<file path="src/rtl/uart_tx.sv">
// rtl/uart_tx.sv - UART serial transmitter, valid/ready byte input, optional even parity via UART_TX_PARITY_EN
module uart_tx #(
    parameter int CLKS_PER_BIT = 1,
    parameter int DATA_BITS    = 8
) (
    input  logic                 clk,
    input  logic                 reset,
    input  logic [DATA_BITS-1:0] data_in,
    input  logic                 data_valid,
    output logic                 data_ready,
    output logic                 signal,
    output logic                 busy
);

    localparam int                 CNT_W    = $clog2(CLKS_PER_BIT) + 1;
    localparam logic [CNT_W-1:0]   CNT_LAST = CNT_W'(CLKS_PER_BIT - 1);
    localparam logic [2:0]         BIT_LAST = 3'(DATA_BITS - 1);

`ifdef UART_TX_PARITY_EN
    typedef enum logic [2:0] {
        S_IDLE   = 3'd0,
        S_START  = 3'd1,
        S_DATA   = 3'd2,
        S_PARITY = 3'd3,
        S_STOP   = 3'd4
    } state_t;
`else
    typedef enum logic [2:0] {
        S_IDLE  = 3'd0,
        S_START = 3'd1,
        S_DATA  = 3'd2,
        S_STOP  = 3'd4
    } state_t;
`endif

    state_t                 r_state;
    logic [DATA_BITS-1:0]   r_shift;
    logic [CNT_W-1:0]       r_clk_cnt;
    logic [2:0]             r_bit_idx;
    logic                   r_signal;
    logic                   r_busy;
    logic                   r_ready_en;
`ifdef UART_TX_PARITY_EN
    logic                   r_parity;
`endif

    logic w_bit_done;
    logic w_accept;

    assign w_bit_done = (r_clk_cnt == CNT_LAST);
    // r_ready_en holds data_ready low through reset and for the first clock after release
    assign data_ready = r_ready_en &&
                        ((r_state == S_IDLE) || ((r_state == S_STOP) && w_bit_done));
    assign w_accept   = data_valid && data_ready;
    assign signal     = r_signal;
    assign busy       = r_busy;

    always_ff @(posedge clk or negedge reset) begin
        if (!reset) begin
            r_state    <= S_IDLE;
            r_shift    <= '0;
            r_clk_cnt  <= '0;
            r_bit_idx  <= '0;
            r_signal   <= 1'b1;
            r_busy     <= 1'b0;
            r_ready_en <= 1'b0;
`ifdef UART_TX_PARITY_EN
            r_parity   <= 1'b0;
`endif
        end else begin
            r_ready_en <= 1'b1;
            if (w_accept) begin
                // Accept is only possible in IDLE or the last STOP cycle, so no gap between frames
                r_state   <= S_START;
                r_shift   <= data_in;
                r_clk_cnt <= '0;
                r_bit_idx <= '0;
                r_signal  <= 1'b0;
                r_busy    <= 1'b1;
`ifdef UART_TX_PARITY_EN
                r_parity  <= ^data_in;
`endif
            end else begin
                case (r_state)
                    S_IDLE: begin
                        r_signal  <= 1'b1;
                        r_busy    <= 1'b0;
                        r_clk_cnt <= '0;
                    end
                    S_START: begin
                        if (w_bit_done) begin
                            r_clk_cnt <= '0;
                            r_state   <= S_DATA;
                            r_signal  <= r_shift[0];
                        end else begin
                            r_clk_cnt <= r_clk_cnt + CNT_W'(1);
                        end
                    end
                    S_DATA: begin
                        if (w_bit_done) begin
                            r_clk_cnt <= '0;
                            if (r_bit_idx == BIT_LAST) begin
`ifdef UART_TX_PARITY_EN
                                r_state  <= S_PARITY;
                                r_signal <= r_parity;
`else
                                r_state  <= S_STOP;
                                r_signal <= 1'b1;
`endif
                            end else begin
                                r_shift   <= r_shift >> 1;
                                r_bit_idx <= r_bit_idx + 3'd1;
                                r_signal  <= r_shift[1];
                            end
                        end else begin
                            r_clk_cnt <= r_clk_cnt + CNT_W'(1);
                        end
                    end
`ifdef UART_TX_PARITY_EN
                    S_PARITY: begin
                        if (w_bit_done) begin
                            r_clk_cnt <= '0;
                            r_state   <= S_STOP;
                            r_signal  <= 1'b1;
                        end else begin
                            r_clk_cnt <= r_clk_cnt + CNT_W'(1);
                        end
                    end
`endif
                    S_STOP: begin
                        if (w_bit_done) begin
                            r_clk_cnt <= '0;
                            r_state   <= S_IDLE;
                            r_signal  <= 1'b1;
                            r_busy    <= 1'b0;
                        end else begin
                            r_clk_cnt <= r_clk_cnt + CNT_W'(1);
                        end
                    end
                    default: begin
                        r_state   <= S_IDLE;
                        r_clk_cnt <= '0;
                        r_signal  <= 1'b1;
                        r_busy    <= 1'b0;
                    end
                endcase
            end
        end
    end

endmodule
</file>
<file path="config.mk">
export PLATFORM = sky130hd
export DESIGN_NAME = uart_tx
export DESIGN_NICKNAME = d
export VERILOG_FILES = /design/src/rtl/uart_tx.sv
export SDC_FILE = /design/constraint.sdc
export NUM_CORES = 1
export LEC_CHECK = 0
export BUFFER_PORTS_ARGS = -buffer_cell sky130_fd_sc_hd__buf_2
export CAP_MARGIN = 20
export CORE_MARGIN = 1.5
export CORE_UTILIZATION = 50
export CTS_CLUSTER_SIZE = 16
export DETAILED_ROUTE_END_ITERATION = 8
export GPL_ROUTABILITY_DRIVEN = 1
export GPL_TIMING_DRIVEN = 0
export PLACE_DENSITY = 0.73
export SLEW_MARGIN = 10
export SYNTH_ARGS = -nofsm -noshare
export SYNTH_HDL_FRONTEND = slang
export SYNTH_SLANG_ARGS = --single-unit
</file>
<file path="constraint.sdc">
create_clock -name clk -period 2.9 [get_ports clk]
set_input_delay 0.435 -clock clk [delete_from_list [all_inputs] [get_ports clk]]
set_output_delay 0.435 -clock clk [all_outputs]
set_load 0.01 [all_outputs]
</file>
Yosys cells after proc, flatten, opt, wreduce, memory -nomap -nowiden
Cells that the tools add are included.
{"block": "totals", "regBits": 18, "output_inout_bits": 3, "in_bits": 11}
{"block": "op_classes", "addsub": 2, "n_mux": 26, "n_reduce_logical": 12, "n_bitwise": 1, "eq_ne": 12}
{"operator": "8-bit 2-to-1 mux", "count": 4}
{"operator": "3-bit 2-to-1 mux", "count": 9}
{"operator": "3-bit inequality test (second input constant)", "count": 4}
{"operator": "3-bit case mux with 4 select lines", "count": 1}
{"operator": "1-bit 2-to-1 mux", "count": 10}
{"operator": "3-bit == test (second input constant)", "count": 2}
{"operator": "3-bit AND reduction", "count": 2}
{"operator": "5-bit AND reduction", "count": 1}
{"operator": "2-bit by 1-bit inequality test with 1-bit output (second input constant)", "count": 2}
{"operator": "2-bit inequality test (second input constant)", "count": 2}
{"operator": "3-bit by 1-bit adder with 3-bit output (second input constant)", "count": 1}
{"operator": "3-bit by 1-bit == test with 1-bit output (second input constant)", "count": 1}
{"operator": "3-bit by 2-bit == test with 1-bit output (second input constant)", "count": 1}
{"operator": "1-bit logical AND", "count": 3}
{"operator": "3-bit zero test", "count": 1}
{"operator": "1-bit case mux with 3 select lines", "count": 1}
{"operator": "3-bit OR reduction", "count": 1}
{"operator": "1-bit case mux with 2 select lines", "count": 1}
{"operator": "2-bit AND reduction", "count": 1}
{"operator": "2-bit nonzero test", "count": 1}
{"operator": "2-bit OR reduction", "count": 1}
{"operator": "1-bit adder (second input constant)", "count": 1}
{"operator": "1-bit logical OR", "count": 1}
{"operator": "1-bit inverter", "count": 1}

Depth between registers and ports, before layout
{"block": "depth", "depth_word": 7, "mapped_depth": 6}

Least setup slack after synthesis
No wires, ideal clock.
{"block": "synth_path", "path_kind": "register to register", "startpoint": "reg r_bit_idx[0]", "endpoint": "reg r_bit_idx[0]", "stages_incl_launch_ff": 6, "required_ns": 2.775, "path_buffers": 0, "setup_time_ns": 0.125, "arrival_ns": 1.385, "path_slack_ns": 1.390, "cell_sequence": "dfrtp_1 > ha_1 > ha_1 > nor4b_4 > nor2_1 > mux2_2"}
{"block": "synth_between", "elab_chain_len": 5, "elab_cells_between_ends": 8, "classes_between": "add/sub: 1; eq/ne: 2; mux: 4; reduce/logical: 1"}
{"item": "from (decl)", "line_no": "39", "text": "logic [2:0] r_bit_idx;"}
{"item": "from (signal assigned)", "line_no": "112", "text": "r_bit_idx <= r_bit_idx + 3'd1;"}
{"item": "3-bit by 1-bit adder with 3-bit output", "line_no": "112"}
{"item": "3-bit 2-to-1 mux", "line_no": "102", "text": "if (r_bit_idx == BIT_LAST) begin"}
{"item": "3-bit 2-to-1 mux", "line_no": "100", "text": "if (w_bit_done) begin"}
{"item": "3-bit 2-to-1 mux", "line_no": "84", "text": "case (r_state)"}
{"item": "3-bit 2-to-1 mux", "line_no": "72", "text": "if (w_accept) begin"}
Parallel ways exist; a longest one is shown, timed or not. The select of a mux whose other input is x is not followed.
A chain may end at the register's enable or synchronous reset.

Worst setup path after layout
Ends and elaborated chain as after synthesis.

==> impl_metrics.py <==
metrics = {
    "clock_network": {
        "ctsResizeCount": 0,
        "clk_pin_slew_worst_paths_ps": 100,
        "cts_buffers": 3,
        "cts_setup_buffers": 0,
        "cts_max_path_buffers": 2,
        "clock-sinks": 17,
        "cts_root_buffer": "clkbuf_4",
        "cts_hold_buf": 0,
        "cts_tree": "yes",
        "clock_latency_ps": 290,
        "h-tree-depth": 1,
    },
    "grt": {
        "track_usage_pct": 16.91,
        "overflow": 0,
        "grt_pass1_vias": 547,
        "grt_max_degree": 18,
        "antenna_found_initial": 0,
        "grt_pass1_wl_um": 2249,
    },
    "synth": {
        "syn_inst": 62,
        "synth_warnings": 0,
        "syn_area_sq_um": 784.5,
        "synth_cell_types": 25,
        "synth.avg_cell_area_sq_um": 12.65,
        "synth-seq-cells": 17,
        "syn_nets": 75,
        "synth-seq-area-share_pct": 54.39,
    },
    "placed_design": {
        "dp_hpwl_um": 912.1,
        "io_buffers": 13,
        "gp_congestion": 0.7051,
        "postPlaceCellArea_sq_um": 869.6,
    },
    "critical_path": {
        "cp-endpoint": "r_bit_idx[0]$_DFFE_PN0P_",
        "critPathMaxFanout": 4,
        "r2r_cells": 5,
        "end_kind": "register",
        "startpoint_type": "register",
        "timing.rr.start": "r_bit_idx[0]$_DFFE_PN0P_",
        "rr_endpoint": "r_bit_idx[0]$_DFFE_PN0P_",
        "crit_start": "r_bit_idx[0]$_DFFE_PN0P_",
        "reg2reg_slack_ps": 1270,
        "required_ps": 3080,
        "arrival_ps": 1810,
        "crit_type": "reg2reg",
    },
    "timing": {
        "setup_violations": 0,
        "rsz0062_at_grt": "false",
        "skew_ps": 3.970,
        "fmax_mhz": 613.0,
        "finalMaxSlewViolations": 0,
        "final.period_utilization_pct": 56.25,
        "hold_viol": 0,
        "fin_crit_ps": 1631,
        "tns_ps": 0,
    },
    "power": {
        "peakVddDrop_v": 0.0005067,
        "power_density_mw_per_mm2": 956.1,
        "power.total_uw": 857.7,
        "p_leak_uw": 0.0004305,
    },
    "detailed_routing": {
        "initialDrtViolationCount": 7,
        "first_pass_iters": 3,
        "drc": 0,
        "routedWlPerCell_um": 13.27,
        "ant_nets": 0,
        "num_vias": 512,
        "avgViaCountPerCell": 5.389,
        "routed_wirelength_um": 1261,
    },
    "run": {
        "cap_violations": 0,
    },
    "finish": {
        "diodes": 0,
        "stdcell_area_sq_um": 897.1,
        "drive_gt1_share_pct": 43.04,
        "nNetsFinal": 93,
        "area_growth_pct": 14.35,
        "fillCellCount": 113,
    },
    "floorplan": {
        "die_area_sq_mm": 0.001816,
        "die_w_um": 42.61,
        "die_height_um": 42.61,
        "core_area_sq_mm": 0.001489,
        "io_pins": 14,
        "rows": 14,
        "start_util_pct": 52.69,
    },
    "outcome": {
        "run_status": "complete, no violations",
    },
    "hold_path": {
        "min-delay-path-class": "in2async",
    },
}
==> logic make-up (layout without fill, tap and decap cells) <==
group	after synthesis	in the layout	share of synthesized area [%]
fa+ha+maj	2	2	3.189
buf+inv	10	27	6.221
compound gates	21	21	22.65
mux	1	1	1.435
flops	17	17	54.39
simple gates	10	10	11.64
other cells	1	1	0.4780
==> power breakdown <==
group,switching [uW],internal (uW)
logic,174,174
clock network,74.6,51.2
registers,53.8,331
total,302,556
==> worst max-delay path, stage by stage (launching register included) <==
cell and delay, ps:
dfrtp_1 400, ha_1 200, ha_1 240, nor4b_4 280
nor2_1 130, mux2_2 280
==> worst min-delay path by stage <==
stage | from | endpoint | slack, ps
floorplan | reset | busy$_DFFE_PN0P_ | 140
global placement | reset | r_ready_en$_DFF_PN0_ | 370
detailed placement | reset | r_ready_en$_DFF_PN0_ | 380
CTS | reset | r_state[0]$_DFFE_PN0P_ | 60
global route | reset | r_state[1]$_DFFE_PN0P_ | 80
finish | reset | r_state[0]$_DFFE_PN0P_ | 50
==> synth_stat cells <==
cell	number	area share, %
a31o_2	1	1.1
and4bb_4	1	2.1
mux2_2	1	1.4
ha_1	2	3.2
and2_1	1	0.80
nor3b_1	2	1.9
a22oi_1	5	4.8
dfstp_2	1	3.3
o21ai_0	1	0.64
or2b_1	1	0.96
nor2_1	1	0.48
inv_1	8	3.8
conb_1	1	0.48
o32ai_1	1	1.1
or2_4	1	1.1
o21ai_2	7	7.8
a22oi_2	2	3.2
dfrtp_1	16	51
a22o_1	3	3.3
buf_6	1	1.4
nand2b_1	1	0.80
a21oi_1	1	0.64
nor4b_4	1	3.0
buf_4	1	0.96
nand2_1	1	0.48
==> per-stage QoR <==
stage / hold slack, ps / util [%] / setup slack (ps) / std cells
after global placement: 373.8 / 58.40 / 1303 / 91
after CTS: 58.77 / 60.25 / 1266 / 95
after detailed placement: 375.7 / 58.40 / 1279 / 91
after floorplan: 139.4 / - / 1390 / 62
final: 46.23 / 60.25 / 1269 / 95
after global routing: 81.54 / 60.25 / 1183 / 95
==> cells in the final DEF, fill, tap and decap left out, types with 2 or more instances in the layout <==
cell type / instances
a22o_1: 3
a22oi_1: 5
a22oi_2: 2
buf_2: 13
clkbuf_4: 3
dfrtp_1: 16
ha_1: 2
inv_1: 8
nor3b_1: 2
o21ai_2: 7
==> layer usage <==
| metal | vias to the layer above | global-route usage, % | part of all wire, % |
|---|---|---|---|
| li1 | 255 | - | - |
| met4 | 0 | 8.125 | 1.3 |
| met1 | 244 | 20.68 | 46 |
| met2 | 11 | 28.00 | 49 |
| met3 | 2 | 3.879 | 3.4 |
| met5 | - | 0 | 0 |
==> flip-flops by register name (all words and copies together) (netlist names) <==
signal and flops:
r_shift 8, r_bit_idx 3, r_state 3, busy 1
r_ready_en 1, signal 1
==> cell type report <==
class,count,area (sq um),share of cell area (%)
clock inverter,1,5.005,0.5579
inverter,8,30.03,3.347
buffer,2,18.77,2.092
timing repair buffer,13,65.06,7.252
multi-input combinational,35,309.0,34.45
clock buffer,3,22.52,2.510
tap,16,20.02,2.232
sequential,17,426.7,47.56
(Power assumes the default switching activity.)
